**src/rtl/minisrc_pkg.sv**
```systemverilog
// Shared Mini SRC definitions: opcodes, sequencer states, decoded opcode classes
// and the bundle of control lines driven by control_sequencer.
package minisrc_pkg;

  localparam logic [4:0] OP_LD   = 5'b00000;
  localparam logic [4:0] OP_LDI  = 5'b00001;
  localparam logic [4:0] OP_ST   = 5'b00010;
  localparam logic [4:0] OP_ADD  = 5'b00011;
  localparam logic [4:0] OP_SUB  = 5'b00100;
  localparam logic [4:0] OP_AND  = 5'b00101;
  localparam logic [4:0] OP_OR   = 5'b00110;
  localparam logic [4:0] OP_ROR  = 5'b00111;
  localparam logic [4:0] OP_ROL  = 5'b01000;
  localparam logic [4:0] OP_SHR  = 5'b01001;
  localparam logic [4:0] OP_SHRA = 5'b01010;
  localparam logic [4:0] OP_SHL  = 5'b01011;
  localparam logic [4:0] OP_ADDI = 5'b01100;
  localparam logic [4:0] OP_ANDI = 5'b01101;
  localparam logic [4:0] OP_ORI  = 5'b01110;
  localparam logic [4:0] OP_DIV  = 5'b01111;
  localparam logic [4:0] OP_MUL  = 5'b10000;
  localparam logic [4:0] OP_NEG  = 5'b10001;
  localparam logic [4:0] OP_NOT  = 5'b10010;
  localparam logic [4:0] OP_BR   = 5'b10011;
  localparam logic [4:0] OP_JR   = 5'b10101;
  localparam logic [4:0] OP_IN   = 5'b10110;
  localparam logic [4:0] OP_OUT  = 5'b10111;
  localparam logic [4:0] OP_MFLO = 5'b11000;
  localparam logic [4:0] OP_MFHI = 5'b11001;
  localparam logic [4:0] OP_NOP  = 5'b11010;
  localparam logic [4:0] OP_HALT = 5'b11011;

  localparam logic [4:0] ALU_ADD = OP_ADD;

  typedef enum logic [3:0] {
    ST_RESET = 4'd0,
    ST_T0    = 4'd1,
    ST_T1    = 4'd2,
    ST_T2    = 4'd3,
    ST_T3    = 4'd4,
    ST_T4    = 4'd5,
    ST_T5    = 4'd6,
    ST_T6    = 4'd7,
    ST_T7    = 4'd8,
    ST_HALT  = 4'd9
  } state_e;

  // One-hot instruction class; exactly one field is set for any opcode.
  typedef struct packed {
    logic alu_rr;
    logic alu_imm;
    logic unary;
    logic muldiv;
    logic ld;
    logic ldi;
    logic st;
    logic br;
    logic jr;
    logic io_in;
    logic io_out;
    logic mflo;
    logic mfhi;
    logic nop;
    logic halt;
  } cls_t;

  typedef struct packed {
    logic       gra;
    logic       grb;
    logic       grc;
    logic       rin;
    logic       rout;
    logic       baout;
    logic       pcin;
    logic       pcout;
    logic       incpc;
    logic       marin;
    logic       mdrin;
    logic       mdrout;
    logic       read;
    logic       write;
    logic       irin;
    logic       yin;
    logic       zin;
    logic       zlowout;
    logic       zhighout;
    logic       hiin;
    logic       hiout;
    logic       loin;
    logic       loout;
    logic       cout;
    logic       conin;
    logic       inportout;
    logic       outportin;
    logic [4:0] alu_op;
    logic       run;
  } ctrl_t;

endpackage

```
**src/rtl/control_sequencer_if.sv**
```systemverilog
// Instruction/condition inputs and datapath control lines between the
// sequencer (master) and the Mini SRC datapath (slave).
interface control_sequencer_if;
  logic [31:0] IR;
  logic        CON;
  logic Gra, Grb, Grc, Rin, Rout, BAout;
  logic PCin, PCout, IncPC;
  logic MARin, MDRin, MDRout, Read, Write;
  logic IRin, Yin, Zin, Zlowout, Zhighout;
  logic HIin, HIout, LOin, LOout;
  logic Cout, CONin, InPortout, OutPortin;
  logic [4:0] alu_op;
  logic run;

  modport master (
    input  IR, CON,
    output Gra, Grb, Grc, Rin, Rout, BAout, PCin, PCout, IncPC,
           MARin, MDRin, MDRout, Read, Write, IRin, Yin, Zin, Zlowout, Zhighout,
           HIin, HIout, LOin, LOout, Cout, CONin, InPortout, OutPortin, alu_op, run
  );

  modport slave (
    output IR, CON,
    input  Gra, Grb, Grc, Rin, Rout, BAout, PCin, PCout, IncPC,
           MARin, MDRin, MDRout, Read, Write, IRin, Yin, Zin, Zlowout, Zhighout,
           HIin, HIout, LOin, LOout, Cout, CONin, InPortout, OutPortin, alu_op, run
  );
endinterface

```
**src/rtl/control_sequencer_decode.sv**
```systemverilog
// Maps a 5-bit opcode to its one-hot execution class; unassigned opcodes
// fall into the nop class.
module opcode_class_decode
  import minisrc_pkg::*;
(
  input  logic [4:0] opcode_i,
  output cls_t       cls_o
);

  always_comb begin
    cls_o = '0;
    unique case (opcode_i)
      OP_ADD, OP_SUB, OP_AND, OP_OR, OP_ROR,
      OP_ROL, OP_SHR, OP_SHRA, OP_SHL:       cls_o.alu_rr  = 1'b1;
      OP_ADDI, OP_ANDI, OP_ORI:              cls_o.alu_imm = 1'b1;
      OP_NEG, OP_NOT:                        cls_o.unary   = 1'b1;
      OP_MUL, OP_DIV:                        cls_o.muldiv  = 1'b1;
      OP_LD:                                 cls_o.ld      = 1'b1;
      OP_LDI:                                cls_o.ldi     = 1'b1;
      OP_ST:                                 cls_o.st      = 1'b1;
      OP_BR:                                 cls_o.br      = 1'b1;
      OP_JR:                                 cls_o.jr      = 1'b1;
      OP_IN:                                 cls_o.io_in   = 1'b1;
      OP_OUT:                                cls_o.io_out  = 1'b1;
      OP_MFLO:                               cls_o.mflo    = 1'b1;
      OP_MFHI:                               cls_o.mfhi    = 1'b1;
      OP_HALT:                               cls_o.halt    = 1'b1;
      default:                               cls_o.nop     = 1'b1;
    endcase
  end

endmodule

```
**src/rtl/control_sequencer.sv**
```systemverilog
// Hardwired Mini SRC control unit: steps fetch T0-T2 and execute T3-T7, with
// every control line a Moore decode of the current step and the IR class.
module control_sequencer
  import minisrc_pkg::*;
(
  input  logic                clock,
  input  logic                reset_n,
  control_sequencer_if.master bus,
  output state_e              state_o
);

  state_e     state_q, state_d;
  cls_t       cls;
  ctrl_t      ctrl;
  logic [4:0] opcode;

  assign opcode  = bus.IR[31:27];
  assign state_o = state_q;

  opcode_class_decode u_decode (
    .opcode_i (opcode),
    .cls_o    (cls)
  );

  always_ff @(posedge clock or negedge reset_n) begin
    if (!reset_n) state_q <= ST_RESET;
    else          state_q <= state_d;
  end

  // nop and halt leave at T2 on the IR value presented during that step.
  always_comb begin
    state_d = state_q;
    unique case (state_q)
      ST_RESET: state_d = ST_T0;
      ST_T0:    state_d = ST_T1;
      ST_T1:    state_d = ST_T2;
      ST_T2:    state_d = cls.halt ? ST_HALT : (cls.nop ? ST_T0 : ST_T3);
      ST_T3:    state_d = (cls.jr || cls.io_in || cls.io_out || cls.mflo || cls.mfhi)
                          ? ST_T0 : ST_T4;
      ST_T4:    state_d = cls.unary ? ST_T0 : ST_T5;
      ST_T5:    state_d = (cls.alu_rr || cls.alu_imm || cls.ldi) ? ST_T0 : ST_T6;
      ST_T6:    state_d = (cls.muldiv || cls.br) ? ST_T0 : ST_T7;
      ST_T7:    state_d = ST_T0;
      ST_HALT:  state_d = ST_HALT;
      default:  state_d = ST_RESET;
    endcase
  end

  always_comb begin
    ctrl     = '0;
    ctrl.run = (state_q != ST_RESET) && (state_q != ST_HALT);
    unique case (state_q)
      ST_T0: begin
        ctrl.pcout = 1'b1; ctrl.marin = 1'b1; ctrl.incpc = 1'b1; ctrl.zin = 1'b1;
      end
      ST_T1: begin
        ctrl.zlowout = 1'b1; ctrl.pcin = 1'b1; ctrl.read = 1'b1; ctrl.mdrin = 1'b1;
      end
      ST_T2: begin
        ctrl.mdrout = 1'b1; ctrl.irin = 1'b1;
      end
      ST_T3: begin
        if (cls.alu_rr || cls.alu_imm) begin
          ctrl.grb = 1'b1; ctrl.rout = 1'b1; ctrl.yin = 1'b1;
        end else if (cls.unary) begin
          ctrl.grb = 1'b1; ctrl.rout = 1'b1; ctrl.zin = 1'b1; ctrl.alu_op = opcode;
        end else if (cls.muldiv) begin
          ctrl.gra = 1'b1; ctrl.rout = 1'b1; ctrl.yin = 1'b1;
        end else if (cls.ld || cls.ldi || cls.st) begin
          ctrl.grb = 1'b1; ctrl.baout = 1'b1; ctrl.yin = 1'b1;
        end else if (cls.br) begin
          ctrl.gra = 1'b1; ctrl.rout = 1'b1; ctrl.conin = 1'b1;
        end else if (cls.jr) begin
          ctrl.gra = 1'b1; ctrl.rout = 1'b1; ctrl.pcin = 1'b1;
        end else if (cls.io_in) begin
          ctrl.inportout = 1'b1; ctrl.gra = 1'b1; ctrl.rin = 1'b1;
        end else if (cls.io_out) begin
          ctrl.gra = 1'b1; ctrl.rout = 1'b1; ctrl.outportin = 1'b1;
        end else if (cls.mflo) begin
          ctrl.loout = 1'b1; ctrl.gra = 1'b1; ctrl.rin = 1'b1;
        end else if (cls.mfhi) begin
          ctrl.hiout = 1'b1; ctrl.gra = 1'b1; ctrl.rin = 1'b1;
        end
      end
      ST_T4: begin
        if (cls.alu_rr) begin
          ctrl.grc = 1'b1; ctrl.rout = 1'b1; ctrl.zin = 1'b1; ctrl.alu_op = opcode;
        end else if (cls.alu_imm) begin
          ctrl.cout = 1'b1; ctrl.zin = 1'b1; ctrl.alu_op = opcode;
        end else if (cls.unary) begin
          ctrl.zlowout = 1'b1; ctrl.gra = 1'b1; ctrl.rin = 1'b1;
        end else if (cls.muldiv) begin
          ctrl.grb = 1'b1; ctrl.rout = 1'b1; ctrl.zin = 1'b1; ctrl.alu_op = opcode;
        end else if (cls.ld || cls.ldi || cls.st) begin
          ctrl.cout = 1'b1; ctrl.zin = 1'b1; ctrl.alu_op = ALU_ADD;
        end else if (cls.br) begin
          ctrl.pcout = 1'b1; ctrl.yin = 1'b1;
        end
      end
      ST_T5: begin
        if (cls.alu_rr || cls.alu_imm || cls.ldi) begin
          ctrl.zlowout = 1'b1; ctrl.gra = 1'b1; ctrl.rin = 1'b1;
        end else if (cls.muldiv) begin
          ctrl.zlowout = 1'b1; ctrl.loin = 1'b1;
        end else if (cls.ld || cls.st) begin
          ctrl.zlowout = 1'b1; ctrl.marin = 1'b1;
        end else if (cls.br) begin
          ctrl.cout = 1'b1; ctrl.zin = 1'b1; ctrl.alu_op = ALU_ADD;
        end
      end
      ST_T6: begin
        if (cls.muldiv) begin
          ctrl.zhighout = 1'b1; ctrl.hiin = 1'b1;
        end else if (cls.ld) begin
          ctrl.read = 1'b1; ctrl.mdrin = 1'b1;
        end else if (cls.st) begin
          ctrl.gra = 1'b1; ctrl.rout = 1'b1; ctrl.mdrin = 1'b1;
        end else if (cls.br && bus.CON) begin
          ctrl.zlowout = 1'b1; ctrl.pcin = 1'b1;
        end
      end
      ST_T7: begin
        if (cls.ld) begin
          ctrl.mdrout = 1'b1; ctrl.gra = 1'b1; ctrl.rin = 1'b1;
        end else if (cls.st) begin
          ctrl.write = 1'b1;
        end
      end
      default: ;
    endcase
  end

  assign bus.Gra       = ctrl.gra;
  assign bus.Grb       = ctrl.grb;
  assign bus.Grc       = ctrl.grc;
  assign bus.Rin       = ctrl.rin;
  assign bus.Rout      = ctrl.rout;
  assign bus.BAout     = ctrl.baout;
  assign bus.PCin      = ctrl.pcin;
  assign bus.PCout     = ctrl.pcout;
  assign bus.IncPC     = ctrl.incpc;
  assign bus.MARin     = ctrl.marin;
  assign bus.MDRin     = ctrl.mdrin;
  assign bus.MDRout    = ctrl.mdrout;
  assign bus.Read      = ctrl.read;
  assign bus.Write     = ctrl.write;
  assign bus.IRin      = ctrl.irin;
  assign bus.Yin       = ctrl.yin;
  assign bus.Zin       = ctrl.zin;
  assign bus.Zlowout   = ctrl.zlowout;
  assign bus.Zhighout  = ctrl.zhighout;
  assign bus.HIin      = ctrl.hiin;
  assign bus.HIout     = ctrl.hiout;
  assign bus.LOin      = ctrl.loin;
  assign bus.LOout     = ctrl.loout;
  assign bus.Cout      = ctrl.cout;
  assign bus.CONin     = ctrl.conin;
  assign bus.InPortout = ctrl.inportout;
  assign bus.OutPortin = ctrl.outportin;
  assign bus.alu_op    = ctrl.alu_op;
  assign bus.run       = ctrl.run;

endmodule

```
**src/flat_wrapper.sv**
```systemverilog
// flat-port wrapper written by rule: the top's interface ports become plain ports
module control_sequencer_flat import minisrc_pkg::*;
  (clock, reset_n, state_o, bus_IR, bus_CON, bus_Gra, bus_Grb, bus_Grc, bus_Rin, bus_Rout, bus_BAout, bus_PCin, bus_PCout, bus_IncPC, bus_MARin, bus_MDRin, bus_MDRout, bus_Read, bus_Write, bus_IRin, bus_Yin, bus_Zin, bus_Zlowout, bus_Zhighout, bus_HIin, bus_HIout, bus_LOin, bus_LOout, bus_Cout, bus_CONin, bus_InPortout, bus_OutPortin, bus_alu_op, bus_run);
  control_sequencer_if bus_i ();
  input  logic clock;
  input  logic reset_n;
  output state_e state_o;
  input wire logic [$bits(bus_i.IR)-1:0] bus_IR;
  input wire logic [$bits(bus_i.CON)-1:0] bus_CON;
  output wire logic [$bits(bus_i.Gra)-1:0] bus_Gra;
  output wire logic [$bits(bus_i.Grb)-1:0] bus_Grb;
  output wire logic [$bits(bus_i.Grc)-1:0] bus_Grc;
  output wire logic [$bits(bus_i.Rin)-1:0] bus_Rin;
  output wire logic [$bits(bus_i.Rout)-1:0] bus_Rout;
  output wire logic [$bits(bus_i.BAout)-1:0] bus_BAout;
  output wire logic [$bits(bus_i.PCin)-1:0] bus_PCin;
  output wire logic [$bits(bus_i.PCout)-1:0] bus_PCout;
  output wire logic [$bits(bus_i.IncPC)-1:0] bus_IncPC;
  output wire logic [$bits(bus_i.MARin)-1:0] bus_MARin;
  output wire logic [$bits(bus_i.MDRin)-1:0] bus_MDRin;
  output wire logic [$bits(bus_i.MDRout)-1:0] bus_MDRout;
  output wire logic [$bits(bus_i.Read)-1:0] bus_Read;
  output wire logic [$bits(bus_i.Write)-1:0] bus_Write;
  output wire logic [$bits(bus_i.IRin)-1:0] bus_IRin;
  output wire logic [$bits(bus_i.Yin)-1:0] bus_Yin;
  output wire logic [$bits(bus_i.Zin)-1:0] bus_Zin;
  output wire logic [$bits(bus_i.Zlowout)-1:0] bus_Zlowout;
  output wire logic [$bits(bus_i.Zhighout)-1:0] bus_Zhighout;
  output wire logic [$bits(bus_i.HIin)-1:0] bus_HIin;
  output wire logic [$bits(bus_i.HIout)-1:0] bus_HIout;
  output wire logic [$bits(bus_i.LOin)-1:0] bus_LOin;
  output wire logic [$bits(bus_i.LOout)-1:0] bus_LOout;
  output wire logic [$bits(bus_i.Cout)-1:0] bus_Cout;
  output wire logic [$bits(bus_i.CONin)-1:0] bus_CONin;
  output wire logic [$bits(bus_i.InPortout)-1:0] bus_InPortout;
  output wire logic [$bits(bus_i.OutPortin)-1:0] bus_OutPortin;
  output wire logic [$bits(bus_i.alu_op)-1:0] bus_alu_op;
  output wire logic [$bits(bus_i.run)-1:0] bus_run;
  assign bus_i.IR = bus_IR;
  assign bus_i.CON = bus_CON;
  assign bus_Gra = bus_i.Gra;
  assign bus_Grb = bus_i.Grb;
  assign bus_Grc = bus_i.Grc;
  assign bus_Rin = bus_i.Rin;
  assign bus_Rout = bus_i.Rout;
  assign bus_BAout = bus_i.BAout;
  assign bus_PCin = bus_i.PCin;
  assign bus_PCout = bus_i.PCout;
  assign bus_IncPC = bus_i.IncPC;
  assign bus_MARin = bus_i.MARin;
  assign bus_MDRin = bus_i.MDRin;
  assign bus_MDRout = bus_i.MDRout;
  assign bus_Read = bus_i.Read;
  assign bus_Write = bus_i.Write;
  assign bus_IRin = bus_i.IRin;
  assign bus_Yin = bus_i.Yin;
  assign bus_Zin = bus_i.Zin;
  assign bus_Zlowout = bus_i.Zlowout;
  assign bus_Zhighout = bus_i.Zhighout;
  assign bus_HIin = bus_i.HIin;
  assign bus_HIout = bus_i.HIout;
  assign bus_LOin = bus_i.LOin;
  assign bus_LOout = bus_i.LOout;
  assign bus_Cout = bus_i.Cout;
  assign bus_CONin = bus_i.CONin;
  assign bus_InPortout = bus_i.InPortout;
  assign bus_OutPortin = bus_i.OutPortin;
  assign bus_alu_op = bus_i.alu_op;
  assign bus_run = bus_i.run;
  control_sequencer u_core (.clock(clock), .reset_n(reset_n), .bus(bus_i), .state_o(state_o));
endmodule
```
**config.mk**
```make
export PLATFORM = sky130hd
export DESIGN_NAME = control_sequencer_flat
export DESIGN_NICKNAME = d
export VERILOG_FILES = /design/src/rtl/minisrc_pkg.sv /design/src/rtl/control_sequencer_if.sv /design/src/rtl/control_sequencer_decode.sv /design/src/rtl/control_sequencer.sv /design/src/flat_wrapper.sv
export SDC_FILE = /design/constraint.sdc
export NUM_CORES = 1
export LEC_CHECK = 0
export BUFFER_PORTS_ARGS = -buffer_cell sky130_fd_sc_hd__buf_2
export CAP_MARGIN = 20
export CORE_ASPECT_RATIO = 1.4
export CORE_MARGIN = 1.5
export CORE_UTILIZATION = 30
export DETAILED_ROUTE_END_ITERATION = 6
export PLACE_DENSITY_LB_ADDON = 0.3
export SYNTH_ARGS = -nofsm -noshare
export SYNTH_HDL_FRONTEND = slang
export SYNTH_HIERARCHICAL = 1
export SYNTH_SLANG_ARGS = --single-unit
```
**constraint.sdc**
```tcl
create_clock -name clock -period 2.6 [get_ports clock]
set_input_delay 0.26 -clock clock [delete_from_list [all_inputs] [get_ports clock]]
set_output_delay 0.26 -clock clock [all_outputs]
set_load 0.05 [all_outputs]
```
==> results.tsv <==
metric	value	unit
xor/xnor share of the synthesized area	0	
TritonCTS buffer count	3	
Sw Ratio	0.634	
P_int	0.000550	W
met3 wire len	138	um
IO Port Bufs	44	
Via-to-Cell Ratio	5.50	
routed via count	1486	
Critical Path RT	2340	ps
initial cell density of the core	0.319	
CP arrival	2250	ps
capturing point of the worst reg2reg path	u_core/state_o[2]	
CTS tree	built	
routed length on met2	2050	um
number of flops mapped to enable cells by yosys	0	
number of global-route vias before repair	1360	
Gate power share	0.836	
post-synthesis mux area share	0.0184	
initial antenna violation count	0	
max layer used	met4	
post-synthesis compound-gate area fraction	0.279	
post-synthesis sequential area ratio	0.0920	
Diodes inserted	0	
Seq pwr share	0.074	
Netlist cell types	52	
Non-Filler Instances	270	
CTS root buffer	clkbuf_8	
Startpoint Class	input pin	
dominant cell type by area after synthesis	nor2_1	
drt wl/cell	14.1	um
Mapped Nets	203	
Mapped Area	1090	um^2
Mapped Avg Cell Area	6.48	um^2
GP Congestion	0.819	
Critical Path Fanout Max	9	
type of the most critical hold path	input pin to asynchronous set/reset pin	
DP Wirelength	3040	um
grt total ovfl	0	
FFs w/ async S/R, synth	1.00	
Final #Nets	266	
Slew headroom	0.625	
max-slew violations	0	
Adder-Cell Fraction of Synth Area	0	
clock skew	5.22	ps
Pwr Density	889	nW/um^2
clk buf depth	2	
die area	4000	um^2
DRC	0	
Pwr Total	0.00150	W
Max Fclk	398	MHz
Clk pwr share	0.091	
I/O pin count	72	
placed instance count	265	
max reg flops	4	
WL final	3790	um
CTS Sinks	4	
Mapped Cells	168	
pre-CTS setup slack	45.1	ps
Synth area leaders	nor2_1 (9.7%), dfrtp_1 (9.2%), a21oi_1 (5.5%)	
FF+latch count, synth	4	
largest net degree at the start of global routing	19	
final worst setup slack	87.8	ps
Peak VDD IR	0.000520	V
wire length on met1	1560	um
Yosys top cell area share	0.0966	
Max-Cap Viols	0	
Initial DRT Pass Iterations	4	
period utilization	0.966	
Ys Warns	6	
worst skew pair latency	220	ps
iteration-0 DRC count of the detailed router	40	
Die X	53.9	um
setup violators final	0	
Worst-Margin Slew	556	ps
layout cells sized above 1	0.474	
area delta synth->final	55.1	%
status	finished clean	
Tmin final	2510	ps
Post-DRT Antenna Nets	0	
# Post-CTS Setup Buffers	0	
crit end category	primary output	
clk slew on worst S/H paths	30	ps
Filler Cell Count	380	
largest family of logic cells by synthesized area	simple AND/OR/NAND/NOR gates	
simple-gate share of the synthesized area	0.510	
fin area	1690	um^2
setup TNS	0	ps
# rows	25	
worst reg2reg startpoint	u_core/state_o[1]	
Lkg Pwr	0.788	nW
commonest register cell after synthesis	dfrtp_1	
r2r worst-path depth	3	
Fin. Hold Viols	0	
Core ar.	3410	um^2
first-pass GRT wire length	5940	um
GR Util All Layers	0.194	
H-tree Lvls	1	
R2R setup slack	1070	ps
Setup CP Type	input pin to primary output	
die height	74.3	um
switching power	0.000951	W
Placed Instance Area	1600	um^2
-- power by group through the flow --
stage                     Sequential [W]  Clock (W)  Combinational, W
final                           0.000110   0.000136           0.00125
after global routing            0.000114   0.000145           0.00133
after CTS                       0.000109   0.000137           0.00125
after detailed placement        0.000110          0           0.00124
after global placement          0.000107          0           0.00124
after floorplan                 0.000221          0          0.000836
-- routing by layer --
layer	GRT usage	vias to the layer above
met2	0.360	33
li1	-	739
met4	0.0541	0
met3	0.0201	4
met1	0.226	710
met5	0	-
-- final cells by class --
class | count | area (um^2) | area share
Inverter | 9 | 33.8 | 0.0200
Timing Repair Buffer | 72 | 453 | 0.268
Clock buffer | 4 | 45.0 | 0.0267
Multi-Input combinational cell | 141 | 1000 | 0.594
Tap cell | 40 | 50.0 | 0.0297
Sequential cell | 4 | 104 | 0.0615
-- worst max-delay path by stage --
| stage | start | end | slack (ps) | cells past startpoint |
|---|---|---|---|---|
| 2_1_floorplan | u_core/state_o[3] | bus_Gra | -180 | 5 |
| 5_1_grt | bus_IR[29] | bus_alu_op[4] | -30 | 9 |
| 6_report | bus_IR[30] | bus_alu_op[2] | 90 | 9 |
| 3_3_place_gp | bus_IR[27] | bus_HIout | 50 | 8 |
| 3_5_place_dp | bus_IR[27] | bus_LOout | 50 | 8 |
| 4_1_cts | u_core/state_o[0] | bus_HIout | 2 | 5 |
-- Yosys cell counts (2+ instances only) --
cell / number
nand2b_1: 9
nand3b_1: 2
and3b_1: 3
o21ai_0: 7
buf_6: 2
nor3b_1: 2
or2_2: 4
nand4bb_1: 2
nand3_1: 5
and2_1: 6
nand2_1: 7
o31ai_1: 3
inv_1: 9
clkbuf_1: 8
a211oi_1: 2
or3_1: 4
mux2i_1: 2
a21oi_1: 12
nor3_1: 9
o221ai_1: 3
a2111oi_0: 2
nor2_1: 28
a31oi_1: 2
o22ai_1: 2
buf_2: 3
dfrtp_1: 4
-- critical path: stages --
cell and delay [ps]:
buf_2 140, or3b_4 440, a21oi_2 130, buf_4 180
a21oi_1 90, a2111oi_1 440, buf_4 190, and2_1 120
buf_2 250
-- per-stage QoR --
stage               hold WS, ps  utilization
CTS                         388        0.486
global placement           64.9        0.469
detailed placement         67.7        0.469
floorplan                 -35.6            -
finish                      383        0.495
global route                401        0.495
-- layout by cell type (no fill, tap or decap), types with 4 or more instances in the layout --
cell type	instances
nand2_1	7
o21ai_0	4
nor2_1	27
and2_1	5
buf_4	28
or2_2	4
buf_2	41
a21oi_1	12
nand2b_1	9
nor3_1	6
inv_1	9
nand3_1	5
-- timing repair --
| item | in CTS | in global routing |
|---|---|---|
| endpoints found under the hold margin | 4 | 0 |
| gates resized for setup | 1 | 8 |
| endpoints found under the setup margin | 1 | 12 |
| hold buffers | 1 | 0 |
-- logic make-up after synthesis --
logic type | Yosys count
AOI/OAI and AO/OA | 44
buffers and inverters | 23
muxes | 2
DFF | 4
and+or+nand+nor | 95
Note: power is estimated with default switching activity, not from simulation.
